<file path="src/rtl/cpu_mc_issue.sv">
// cpu_mc_issue: initiator side of the start/done multi-cycle execute handshake.
// Accepts one op from execute, pulses start to the selected unit, holds the
// pipeline while the unit works, captures its result on done and presents it
// for one writeback cycle. Only one op is in flight at a time.
// Optional feature: define CPU_MC_TIMEOUT_EN to abandon an op whose unit
// stays silent for TIMEOUT cycles in WAIT, pulsing timeout_err_o.
module cpu_mc_issue #(
  parameter int unsigned NUM_UNITS = 3,
  parameter int unsigned TIMEOUT   = 64
) (
  input  logic                      clk_i,
  input  logic                      rst_i,
  input  logic                      issue_valid_i,
  input  logic [1:0]                issue_unit_i,
  input  logic [4:0]                issue_rd_i,
  output logic                      issue_ready_o,
  input  logic                      flush_i,
  output logic [NUM_UNITS-1:0]      unit_start_o,
  input  logic [NUM_UNITS-1:0]      unit_done_i,
  input  logic [32*NUM_UNITS-1:0]   unit_res_i,
  output logic                      stall_o,
  output logic                      wb_valid_o,
  output logic [4:0]                wb_rd_o,
  output logic [31:0]               wb_data_o,
  output logic                      timeout_err_o
);

  typedef enum logic [1:0] {StIdle, StStart, StWait, StWb} state_e;

  state_e      state_q;
  logic [1:0]  unit_q;
  logic [4:0]  rd_q;
  logic [31:0] data_q;
  logic [4:0]  wb_rd_q;

  logic        issue_ok;
  logic        done_sel;
  logic [31:0] res_sel;
  logic        tmo_hit;

  // Accept only in-range unit indices; flush kills an issue in the same cycle.
  assign issue_ok = issue_valid_i && !flush_i && ({30'b0, issue_unit_i} < NUM_UNITS);

  // Select the done level and result slice of the unit that owns the op.
  always_comb begin
    done_sel = 1'b0;
    res_sel  = '0;
    for (int k = 0; k < NUM_UNITS; k++) begin
      if (unit_q == 2'(k)) begin
        done_sel = unit_done_i[k];
        res_sel  = unit_res_i[32*k +: 32];
      end
    end
  end

`ifdef CPU_MC_TIMEOUT_EN
  logic [31:0] tmo_cnt_q;

  // Counts WAIT cycles without done; cleared while in START so WAIT starts at 0.
  always_ff @(posedge clk_i) begin
    if (rst_i) begin
      tmo_cnt_q <= '0;
    end else if (state_q == StStart) begin
      tmo_cnt_q <= '0;
    end else if (state_q == StWait && !done_sel) begin
      tmo_cnt_q <= tmo_cnt_q + 32'd1;
    end
  end

  // Done arriving on the limit cycle wins over the timeout.
  assign tmo_hit = (state_q == StWait) && !done_sel && !flush_i && (tmo_cnt_q == TIMEOUT - 1);
`else
  logic unused_timeout;
  assign unused_timeout = ^TIMEOUT;
  assign tmo_hit        = 1'b0;
`endif

  assign timeout_err_o = tmo_hit;

  // Issue FSM and its captured operand/result registers.
  always_ff @(posedge clk_i) begin
    if (rst_i) begin
      state_q <= StIdle;
      unit_q  <= '0;
      rd_q    <= '0;
      data_q  <= '0;
      wb_rd_q <= '0;
    end else if (flush_i) begin
      state_q <= StIdle;
    end else begin
      unique case (state_q)
        StIdle: begin
          if (issue_ok) begin
            unit_q  <= issue_unit_i;
            rd_q    <= issue_rd_i;
            state_q <= StStart;
          end
        end
        StStart: state_q <= StWait;
        StWait: begin
          if (done_sel) begin
            data_q  <= res_sel;
            wb_rd_q <= rd_q;
            state_q <= StWb;
          end else if (tmo_hit) begin
            state_q <= StIdle;
          end
        end
        StWb:    state_q <= StIdle;
        default: state_q <= StIdle;
      endcase
    end
  end

  // One-hot start pulse for the owning unit, suppressed by a same-cycle flush.
  always_comb begin
    unit_start_o = '0;
    if (state_q == StStart && !flush_i) begin
      for (int k = 0; k < NUM_UNITS; k++) begin
        if (unit_q == 2'(k)) unit_start_o[k] = 1'b1;
      end
    end
  end

  // WB releases the stall so the op retires in the same cycle it writes back.
  always_comb begin
    stall_o = (state_q == StStart) || (state_q == StWait) || ((state_q == StIdle) && issue_ok);
  end

  assign issue_ready_o = (state_q == StIdle);
  assign wb_valid_o    = (state_q == StWb) && !flush_i;
  assign wb_rd_o       = wb_rd_q;
  assign wb_data_o     = data_q;

endmodule

</file>
<file path="config.mk">
export PLATFORM = sky130hd
export DESIGN_NAME = cpu_mc_issue
export DESIGN_NICKNAME = d
export VERILOG_FILES = /design/src/rtl/cpu_mc_issue.sv
export SDC_FILE = /design/constraint.sdc
export NUM_CORES = 1
export LEC_CHECK = 0
export CAP_MARGIN = 30
export CORE_ASPECT_RATIO = 1.4
export CORE_MARGIN = 3
export CORE_UTILIZATION = 35
export DETAILED_ROUTE_END_ITERATION = 7
export PLACE_DENSITY_LB_ADDON = 0.1
export SYNTH_ARGS = -nofsm -noshare
export SYNTH_HDL_FRONTEND = slang
export SYNTH_SLANG_ARGS = --single-unit
</file>
<file path="constraint.sdc">
create_clock -name clk_i -period 1.65 [get_ports clk_i]
set_clock_uncertainty 0.05 [all_clocks]
set_input_delay 0.165 -clock clk_i [delete_from_list [all_inputs] [get_ports clk_i]]
set_output_delay 0.165 -clock clk_i [all_outputs]
set_load 0.01 [all_outputs]
</file>
-- Word-level counts from Yosys, hierarchy flattened
Index checks and enable logic that the tools add are counted.
- input bits: 110
- word-level logic and storage cells: 41
- register bits: 46
- output and inout port bits: 44
- eq/ne operators: 7
- multiplexer cells: 13
- bitwise operators: 1
- reductions and logical operators: 14
- $lt $le $gt $ge: 1
- operators with widths (cell ; number):
    $mux W32 ; 3
    $pmux W2 S4 ; 1
    $eq A2 B2 Y1 const B ; 3
    $mux W1 ; 6
    $reduce_and A3 Y1 ; 2
    $logic_and A1 B1 Y1 ; 5
    $eq A2 B1 Y1 const B ; 2
    $logic_not A2 Y1 ; 2
    $mux W2 ; 2
    $mux W3 ; 1
    $logic_or A1 B1 Y1 ; 2
    $lt A2 B2 Y1 const B ; 1
    $ne A2 B1 Y1 const B ; 1
    $ne A2 B2 Y1 const B ; 1
    $reduce_and A2 Y1 ; 1
    $reduce_or A2 Y1 ; 1
    $logic_not A1 Y1 ; 1
    $not A1 Y1 ; 1

-- Depth between registers and ports, before layout
Gate-level depths: netlist of run 1.
- depth after elaboration: 6
- depth in mapped cells: 8

-- Least setup slack after synthesis of run 1
Ideal clock, no wire load.
- path kind: reg2reg
- start: register state_q[0]
- end: register data_q[10] (netlist: wb_data_o[10])
- required time: 1519 ps
- cell stages (with the launch flop): 8
- clock period less this slack: 1631 ps
- data arrival time: 1499 ps
- buffers on the path: 1
- path slack: 19 ps
- cell sequence: dfxtp_1 inv_1 ha_1 inv_1 nor2_2 buf_2 a21oi_2 a211oi_2
- cells in the longest elaborated chain, start to end: 2
- ends and longest elaborated chain (what ; line ; source):
    from (decl) ; 30 ; state_e state_q;
    from (signal assigned) ; 83 ; state_q <= StIdle;
    from (signal assigned) ; 89 ; state_q <= StIdle;
    from (signal assigned) ; 96 ; state_q <= StStart;
    $eq A2 B2 Y1 ; 91 ; unique case (state_q)
    $reduce_and A3 Y1 (no source line) ; - ;
    to (signal assigned) ; 102 ; data_q <= res_sel;
    to (decl) ; 33 ; logic [31:0] data_q;
No other way between the ends.
A chain may end at the register's enable or synchronous reset.

-- Worst setup path after layout of run 1
- start: register unit_q[0]
- end: register wb_rd_q[3] (netlist: wb_rd_o[3])
- cells in the longest elaborated chain, start to end: 5
- elaborated cells between the ends (all ways): 7
- those cells by class: eq/ne: 2; mux: 3; reduce/logical: 2
- ends and longest elaborated chain (what ; line ; source):
    from (decl) ; 31 ; logic [1:0] unit_q;
    from (signal assigned) ; 94 ; unit_q <= issue_unit_i;
    $logic_not A2 Y1 ; 49 ; if (unit_q == 2'(k)) begin
    $mux W1 (2 in series) ; 49 ;
    $mux W1 (*) ; 49 ;
    $reduce_and A3 Y1 (no source line) (*) ; - ;
    to (signal assigned) ; 103 ; wb_rd_q <= rd_q;
    to (decl) ; 34 ; logic [4:0] wb_rd_q;
Every way passes the cells marked *; elsewhere a longest branch is shown, timed or not.

==> impl_metrics.tcl, run 1 <==
set metrics [dict create \
    outcome "complete, no violations" \
    combPwrFrac_pct 25.5 \
    fp.dieW_um 81.66 \
    boundaryPins 154 \
    totalPowerFinal_mw 2.625 \
    synth-async-reset-ratio_pct 0 \
    first_pass_iters 4 \
    antenna_found_initial 0 \
    rsz0062_at_grt "true" \
    synth_warnings 0 \
    fp.dieArea_sq_um 9140 \
    final.setup.worst_slack_ns 0.03813 \
    cp_data_required_time_ns 1.77 \
    critPathLaunchType "flip-flop" \
    grt_pass1_vias 2792 \
    synth-edff-count 0 \
    netlist_area_sq_um 2805 \
    drive_gt1_share_pct 26.42 \
    cts.clk_slew.worst_paths_ns 0.09 \
    switching_share_pct 25.31 \
    hp-class "in -> reg" \
    num_antenna_cells 0 \
    drv_slew 0 \
    setup_viol 0 \
    period_needed_ns 1.612 \
    core_area_sq_um 7797 \
    gr-total-overflow 0 \
    final_area_sq_um 4836 \
    finalCritPeriodShare_pct 97.69 \
    cts_sinks 46 \
    cp.arrival_ns 1.73 \
    core.rowCount 38 \
    ctsLongestPathBuffers 2 \
    vias 2798 \
    clock-root-buffer "clkbuf_8" \
    syn_nets 408 \
    gr-usage-all-layers_pct 18.41 \
    synth_compound_area_share_pct 32.65 \
    layout.nets 571 \
    cts_buffers 5 \
    holdBufCountCts 0 \
    antenna_left 0 \
    synth-seq-cells 46 \
    worst-path-max-fanout 6 \
    hold_viol_final 0 \
    synth_top_family_by_area "compound AO/OA/AOI/OAI gates" \
    dpl_cell_area_sq_um 4506 \
    postSynthAreaPerCell_sq_um 9.541 \
    dp_cells 540 \
    grt_max_degree 33 \
    pwr-share-clk_pct 31.4 \
    ys.flop_type "dfxtp_1" \
    dpl_worst_slack_ns -0.2342 \
    seq_area_frac_synth_pct 32.83 \
    place.gp.congestion 0.6835 \
    grt_pass1_wl_um 13390 \
    via_per_inst 5.014 \
    dpl.hpwl_um 6491 \
    critical_path_class "reg -> reg" \
    ir_drop_uv 410.2 \
    initial_utilization_pct 35.98 \
    area_growth_pct 72.39 \
    power_switching_uw 664.3 \
    syn_inst 294 \
    ys_types 33 \
    portBuffers 152 \
    power.density_nw_per_um2 542.8 \
    yosys.area_share.xor_xnor_pct 0 \
    synthMuxAreaShare_pct 14.81 \
    die_h_um 111.9 \
    route.detailed.drc 0 \
    wl_um 9021 \
    seqPwrFrac_pct 43.0 \
    synthAdderAreaFrac_pct 1.784 \
    internal_power_mw 1.961 \
    fmax_ghz 0.6204 \
    clkLatencyLatePin_ns 0.29 \
    cts_tree "built" \
    synth-simple-area-share_pct 9.991 \
    cap_violations 0 \
    critPathCaptureType "flip-flop" \
    first_iter_violations 60 \
    mostFrequentLayoutCells "clkdlybuf4s50_1 (145), a21oi_1 (44), dfxtp_1 (42), nor2_1 (40), mux2i_1 (40)" \
    htreeDepth 2 \
    p_leak_nw 1.663 \
    layout_commonest_cell "clkdlybuf4s50_1" \
    detail_route.wl_per_cell_um 16.17 \
    fin_cells 558 \
]
## worst max-delay path, stage by stage, from the launching register on
cell and delay, ns:
dfxtp_4 0.42, nor2b_4 0.17, buf_4 0.15, a22oi_4 0.09
buf_4 0.16, buf_4 0.14, o31ai_1 0.22, a21oi_1 0.10
## power by group through the flow
stage	clock network [mW]	logic (mW)	registers, mW
6_report	0.825	0.670	1.13
5_1_grt	0.900	0.728	1.13
4_1_cts	0.855	0.662	1.13
3_5_place_dp	0	0.654	1.16
3_3_place_gp	0	0.645	1.16
2_1_floorplan	0	0.304	1.15
## logic make-up (layout without fill, tap and decap cells)
kind of cell             Yosys count  after routing
flip-flops                        46             46
other                              1              1
AO/OA/AOI/OAI                    110            110
buffers and inverters             34            198
multiplexers                      41             41
adder cells (fa/ha/maj)            4              4
AND/OR/NAND/NOR                   58             58
## Yosys cell counts, types with 2 or more instances
cell	n	area, sq um
ha_1	4	50.05
clkbuf_1	12	45.04
nand3_1	5	25.02
dfxtp_1	46	920.9
buf_4	2	15.01
nor2_1	40	150.1
o31ai_1	5	37.54
inv_1	4	15.01
buf_6	7	78.83
buf_2	7	35.03
a211oi_2	30	375.4
mux2i_1	40	400.4
nand2_1	3	11.26
buf_8	2	30.03
a21oi_2	25	219.0
a21oi_1	44	220.2
a211oi_1	2	15.01
## layout make-up
class	instances	area, sq um
inverter	4	17.52
sequential	46	930.9
clock inverter	3	40.04
timing repair buffer	186	1924
tap	100	125.1
fill	684	2962
clock buffer	5	68.82
multi-input combinational	214	1729
## worst paths after layout
path / from / endpoint / slack (ns) / depth (start not counted)
max: unit_q[0]$_SDFFE_PP0P_ / wb_rd_o[3]$_SDFFE_PP0P_ / 0.04 / 7
min: rst_i / state_q[0]$_SDFFE_PP0P_ / 0.15 / 3
max reg2reg: unit_q[0]$_SDFFE_PP0P_ / wb_rd_o[3]$_SDFFE_PP0P_ / 0.04 / 7
min reg2reg: rd_q[3]$_SDFFE_PP0P_ / wb_rd_o[3]$_SDFFE_PP0P_ / 0.42 / 2
## per-layer routing
metal	up-vias	wire, um	global-route usage (%)
li1	1388	-	-
met1	1310	3417	20.52
met2	86	4870	33.57
met3	14	541	3.641
met4	0	192	6.541
met5	-	0	0
## registers in the layout, indices dropped and copies added, names as in the netlist
signal	count
wb_data_o	32
rd_q	5
wb_rd_o	5
state_q	2
unit_q	2
## stage by stage
stage / hold WS [ns] / utilization, % / TNS [ns]
6_report: 0.1511 / 62.02 / 0
5_1_grt: 0.1654 / 62.02 / -0.09531
4_1_cts: 0.1403 / 59.61 / 0
3_5_place_dp: 0.4095 / 57.78 / -2.528
3_3_place_gp: 0.4079 / 57.78 / -1.705
2_1_floorplan: 0.2621 / - / 0
## timing repair
| action | CTS | global route |
|---|---|---|
| setup buffers | 1 | 5 |
| pin swaps | 1 | 3 |
| endpoints found under the hold margin | 0 | 0 |
| cloned | 0 | 4 |
| setup endpoints to repair | 18 | 40 |
| resized for setup | 28 | 10 |
Note: power is estimated with default switching activity, not from simulation.
==> inputs of run 2 (changes only) <==
Settings changed: CORE_UTILIZATION 35 to 45, DONT_BUFFER_PORTS from default to 1.
==> run 2 against run 1 <==
Effect of this change:
- the run now ends with negative hold slack left
- sequential share of layout area increased by 11 points
- clock power decreased by 14%
- non-clock buffer count decreased by 163
- register-to-register slack improved by 0.05 ns
- critical path type is now reg -> out
- largest power group unchanged
==> impl_metrics.tcl, run 2 (synthesis results as in run 1) <==
set metrics [dict create \
    outcome "complete, but fails checks" \
    violations "negative hold slack" \
    period_needed_ns 1.595 \
    grt_pass1_vias 2128 \
    fp.dieW_um 72.73 \
    fp.dieArea_sq_um 7231 \
    setup_viol 0 \
    worstPathCellList "inv_1, ha_1, and4b_1, or2_4" \
    area_growth_pct 10.66 \
    min-delay-start "rst_i" \
    cp_data_required_time_ns 1.43 \
    cts.clk_slew.worst_paths_ns 0.09 \
    dpl_cell_area_sq_um 2907 \
    final_area_sq_um 3104 \
    rr_endpoint "wb_data_o[1]$_SDFFE_PP0P_" \
    first_iter_violations 78 \
    route.detailed.drc 0 \
    place.gp.congestion 0.7535 \
    cp_slowest_cell "dfxtp_2" \
    largest_reg_flops 32 \
    initial_utilization_pct 47.18 \
    finalCritPeriodShare_pct 96.65 \
    holdWs_ns -0.1236 \
    antenna_left 0 \
    r2r_start "unit_q[1]$_SDFFE_PP0P_" \
    path_delay_family "simple AND/OR/NAND/NOR gates" \
    reg2reg_setup_slack_ns 0.09 \
    boundaryPins 154 \
    grt_max_degree 46 \
    dpl.hpwl_um 4962 \
    dp_cells 352 \
    core_area_sq_um 5946 \
    power.density_nw_per_um2 699.0 \
    layout_commonest_cell "a21oi_1" \
    ctsLongestPathBuffers 2 \
    combPwrFrac_pct 15.3 \
    layout.nets 408 \
    reg2reg_depth 6 \
    hp-class "in -> reg" \
    p_leak_nw 0.9960 \
    fin_cells 365 \
    worst-path-max-fanout 3 \
    multi_input_area_sq_um 1709 \
    wl_um 6891 \
    mostFrequentLayoutCells "a21oi_1 (44), dfxtp_1 (43), nor2_1 (40), mux2i_1 (40), a211oi_2 (30)" \
    cts_tree "built" \
    critPathLaunchType "flip-flop" \
    cap_violations 0 \
    dpl_worst_slack_ns 0.09434 \
    drive_gt1_share_pct 34.24 \
    pwr-share-clk_pct 32.7 \
    cts_buffers 5 \
    gr-usage-all-layers_pct 17.97 \
    cp_num_buf_inv 1 \
    critPathCaptureType "output pin" \
    detail_route.wl_per_cell_um 18.88 \
    antenna_found_initial 0 \
    ir_drop_uv 456.3 \
    grt_pass1_wl_um 10340 \
    switching_share_pct 26.32 \
    via_per_inst 5.871 \
    core.rowCount 33 \
    hold_viol_final 44 \
    cp.arrival_ns 1.38 \
    path_depth 4 \
    totalPowerFinal_mw 2.170 \
    slowest_delay_ns 0.35 \
    seqCellArea_sq_um 924.6 \
    clock-root-buffer "clkbuf_8" \
    gr-total-overflow 0 \
    portBuffers 0 \
    num_antenna_cells 0 \
    clkLatencyLatePin_ns 0.29 \
    power_switching_uw 571.2 \
    htreeDepth 2 \
    first_pass_iters 4 \
    drv_slew 0 \
    nFillCells 595 \
    final.setup.worst_slack_ns 0.05533 \
    cts_sinks 46 \
    fmax_ghz 0.6271 \
    vias 2143 \
    crit_start "state_q[1]$_SDFFE_PP0P_" \
    internal_power_mw 1.599 \
    seqPwrFrac_pct 52.0 \
    die_h_um 99.42 \
    cp-endpoint "stall_o" \
    critical_path_class "reg -> out" \
]
## run 2: cell count changes in the layout (fill, tap and decap cells not counted), sizes merged
cell and delta:
bufinv -1, buf -13, clkinv -1, clkdlybuf4s50 -145, dlygate4sd2 -2, clkdlybuf4s15 -1
## run 2: layer usage
layer  global-route usage [%]  routed length, um  vias up
met3                    6.471                673        4
li1                         -                  -     1059
met2                    31.78               3554       91
met4                    6.392                 58        0
met5                        0                  0        -
met1                    19.29               2604      989
## run 2: worst min-delay path by stage
stage / slack (ns) / cells past startpoint / to
after detailed placement: 0.19 / 1 / wb_data_o[3]$_SDFFE_PP0P_
after floorplan: 0.26 / 2 / rd_q[0]$_SDFFE_PP0P_
after global placement: 0.19 / 1 / wb_data_o[3]$_SDFFE_PP0P_
after CTS: -0.14 / 1 / wb_data_o[3]$_SDFFE_PP0P_
final: -0.12 / 1 / wb_data_o[6]$_SDFFE_PP0P_
after global routing: -0.15 / 1 / wb_data_o[3]$_SDFFE_PP0P_
## run 2: power groups by stage
stage / combinational (mW) / sequential, mW / clock, mW
after floorplan: 0.304 / 1.15 / 0
after global placement: 0.322 / 1.15 / 0
after detailed placement: 0.325 / 1.15 / 0
after CTS: 0.327 / 1.13 / 0.735
after global routing: 0.366 / 1.13 / 0.785
final: 0.332 / 1.13 / 0.709
## run 2: metrics by stage
step                setup TNS (ns)  util [%]
floorplan                        0         -
global placement                 0     48.88
global route             -0.003782     52.21
detailed placement               0     48.88
finish                           0     52.21
CTS                              0     50.72
## run 2: worst register-to-register path, cell delays in order (launching register included)
cell and delay, ns:
dfxtp_2 0.33, buf_4 0.15, nor2b_4 0.18, a22o_2 0.20, buf_12 0.24, a21oi_1 0.11, a211oi_1 0.22
## run 2: final cells by class
type                    count  share of cell area (%)
inverters                   4                  0.4837
multi-input cells         214                   55.06
repair buffers             23                   8.908
clock inverters             1                  0.1612
clock buffers               7                   2.781
flip-flops and latches     46                   29.79
well taps                  70                   2.821
## run 2: what timing repair did
| action | 4_1_cts | 5_1_grt |
|---|---|---|
| buffers inserted | 2 | 2 |
| gates resized for setup | 2 | 11 |
| gates cloned | 0 | 1 |
| endpoints found under the hold margin | 44 | 44 |
| endpoints found under the setup margin | 2 | 9 |
| pin swaps | 0 | 1 |
==> inputs of run 3 (changes only) <==
Settings changed: ABC_AREA from default to 1, CTS_CLUSTER_SIZE from default to 20.
==> run 3 against run 2 <==
Effect of this change:
- the run now ends clean
- wire length up 2.5%
- cell area down 8.0%
- clock-buffer cell count unchanged
- first-iteration DRC count up 56%
- critical endpoint is now wb_data_o[18]$_SDFFE_PP0P_
- highest routed layer unchanged
==> impl_metrics.tcl, run 3 <==
set metrics [dict create \
    worst-path-max-fanout 17 \
    fp.dieW_um 69.82 \
    period_needed_ns 1.497 \
    detail_route.wl_per_cell_um 14.02 \
    layout.nets 551 \
    cp_data_required_time_ns 1.80 \
    dpl_worst_slack_ns 0.09284 \
    seq_area_frac_synth_pct 35.88 \
    cts.clk_slew.worst_paths_ns 0.09 \
    core_area_sq_um 5353 \
    hold_viol_final 0 \
    largest_reg_flops 32 \
    route.detailed.drc 0 \
    drv_slew 0 \
    syn_nets 552 \
    dp_cells 491 \
    synth_top_area_share_pct 35.88 \
    gr-total-overflow 0 \
    layout_commonest_cell "nand2_1" \
    first_pass_iters 5 \
    synth-edff-count 0 \
    vias 2537 \
    place.gp.congestion 0.7889 \
    ctsLongestPathBuffers 2 \
    postSynthAreaPerCell_sq_um 5.859 \
    fin_cells 504 \
    dpl.hpwl_um 4871 \
    critPathCaptureType "flip-flop" \
    rsz0062_at_grt "false" \
    p_leak_nw 1.440 \
    synth_common_cells "nand2_1 (176), nor2_1 (71), dfxtp_1 (46), inv_1 (46), nand3_1 (36)" \
    ir_drop_uv 452.1 \
    netlist_area_sq_um 2566 \
    fmax_ghz 0.6680 \
    clkLatencyLatePin_ns 0.29 \
    via_per_inst 5.034 \
    syn_inst 438 \
    synthMostInstantiatedCell "nand2_1" \
    initial_utilization_pct 47.94 \
    synth-seq-cells 46 \
    outcome "complete, no violations" \
    drive_gt1_share_pct 6.621 \
    first_iter_violations 122 \
    synth-async-reset-ratio_pct 0 \
    critical_path_class "reg -> reg" \
    gr-usage-all-layers_pct 19.06 \
    yosys-top-cells-area "dfxtp_1 (36%), nand2_1 (26%), nor2_1 (10%), nand3_1 (7.0%), inv_1 (6.7%)" \
    ys_types 19 \
    grt_pass1_wl_um 10230 \
    setup_viol 0 \
    antenna_left 0 \
    power.density_nw_per_um2 846.7 \
    cts_tree "built" \
    tns_ns 0 \
    critPathLaunchType "flip-flop" \
    boundaryPins 154 \
    grt_max_degree 70 \
    htreeDepth 2 \
    grt_pass1_vias 2278 \
    cp.arrival_ns 1.65 \
    finalCritPeriodShare_pct 90.73 \
    hp-class "in -> reg" \
    wl_um 7065 \
    fp.dieArea_sq_um 6657 \
    synth_warnings 0 \
    die_h_um 95.35 \
    clock-root-buffer "clkbuf_8" \
    antenna_found_initial 0 \
    synth_top_area_cell "dfxtp_1" \
    cap_violations 0 \
    final.setup.worst_slack_ns 0.1529 \
    num_antenna_cells 0 \
    core.rowCount 31 \
    cts_sinks 46 \
    cts_buffers 5 \
    portBuffers 0 \
    ys.flop_type "dfxtp_1" \
    area_growth_pct 11.26 \
    mostFrequentLayoutCells "nand2_1 (176), nor2_1 (67), inv_1 (46), dfxtp_1 (46), nand3_1 (36)" \
    holdWs_ns 0.01723 \
    postCtsSetupRepairBufs 0 \
]
## run 3: path summary, 6_finish.rpt
path,start,end,slack [ns],cells past startpoint
hold / removal,issue_rd_i[4],rd_q[4]$_SDFFE_PP0P_,0.02,2
hold reg to reg,rd_q[4]$_SDFFE_PP0P_,rd_q[4]$_SDFFE_PP0P_,0.40,2
setup reg to reg,unit_q[1]$_SDFFE_PP0P_,wb_data_o[18]$_SDFFE_PP0P_,0.15,8
setup / recovery,unit_q[1]$_SDFFE_PP0P_,wb_data_o[18]$_SDFFE_PP0P_,0.15,8
## run 3: cell families (layout without fill, tap and decap cells)
family                     count (synthesis)  after routing  share of synthesized area [%]
and+or+nand+nor                          294            294                          46.22
buffers and inverters                     71             71                          11.51
DFF                                       46             46                          35.88
AOI/OAI and AO/OA                         22             22                          4.291
adders and majority gates                  4              4                          1.950
other                                      1              1                         0.1461
## run 3: worst max-delay path: stages, from the launching register on
cell and delay, ns:
dfxtp_1 0.46, inv_2 0.09, nand2_1 0.10, nand3_2 0.16
nand3_4 0.16, buf_6 0.21, nand2_1 0.07, nand2_1 0.05
nor2_1 0.04
## run 3: area by class of cell
class	instances	area (sq um)
Clock buffer	7	76.32
Tap cell	66	82.58
Inverter	49	183.9
Sequential cell	46	920.9
Fill cell	590	2497
Clock inverter	1	30.03
Timing Repair Buffer	14	186.4
Multi-Input combinational cell	321	1375
## run 3: through the flow
step / util, % / area [sq um] / total power [mW]
global route: 53.34 / 2855 / 2.569
floorplan: - / 2566 / 1.508
global placement: 49.46 / 2648 / 1.599
detailed placement: 49.46 / 2648 / 1.606
finish: 53.34 / 2855 / 2.418
CTS: 51.82 / 2774 / 2.444
## run 3: per-layer routing
layer / wire length (um) / global-route usage [%] / share of wire, %
met2: 3595 / 34.62 / 51
met3: 735 / 7.595 / 10
met1: 2622 / 19.90 / 37
met4: 112 / 6.709 / 1.6
met5: 0 / 0 / 0
## run 3: timing repair
item,4_1_cts,5_1_grt
setup endpoints to repair,0,37
resized for setup,0,5
hold buffers,2,0
hold endpoints to repair,7,0
## run 3: report_power, final
group	internal, mW	switching [mW]	leakage [nW]
clock	0.454	0.370	0.0524
combinational	0.153	0.255	1.02
sequential	1.15	0.0406	0.372
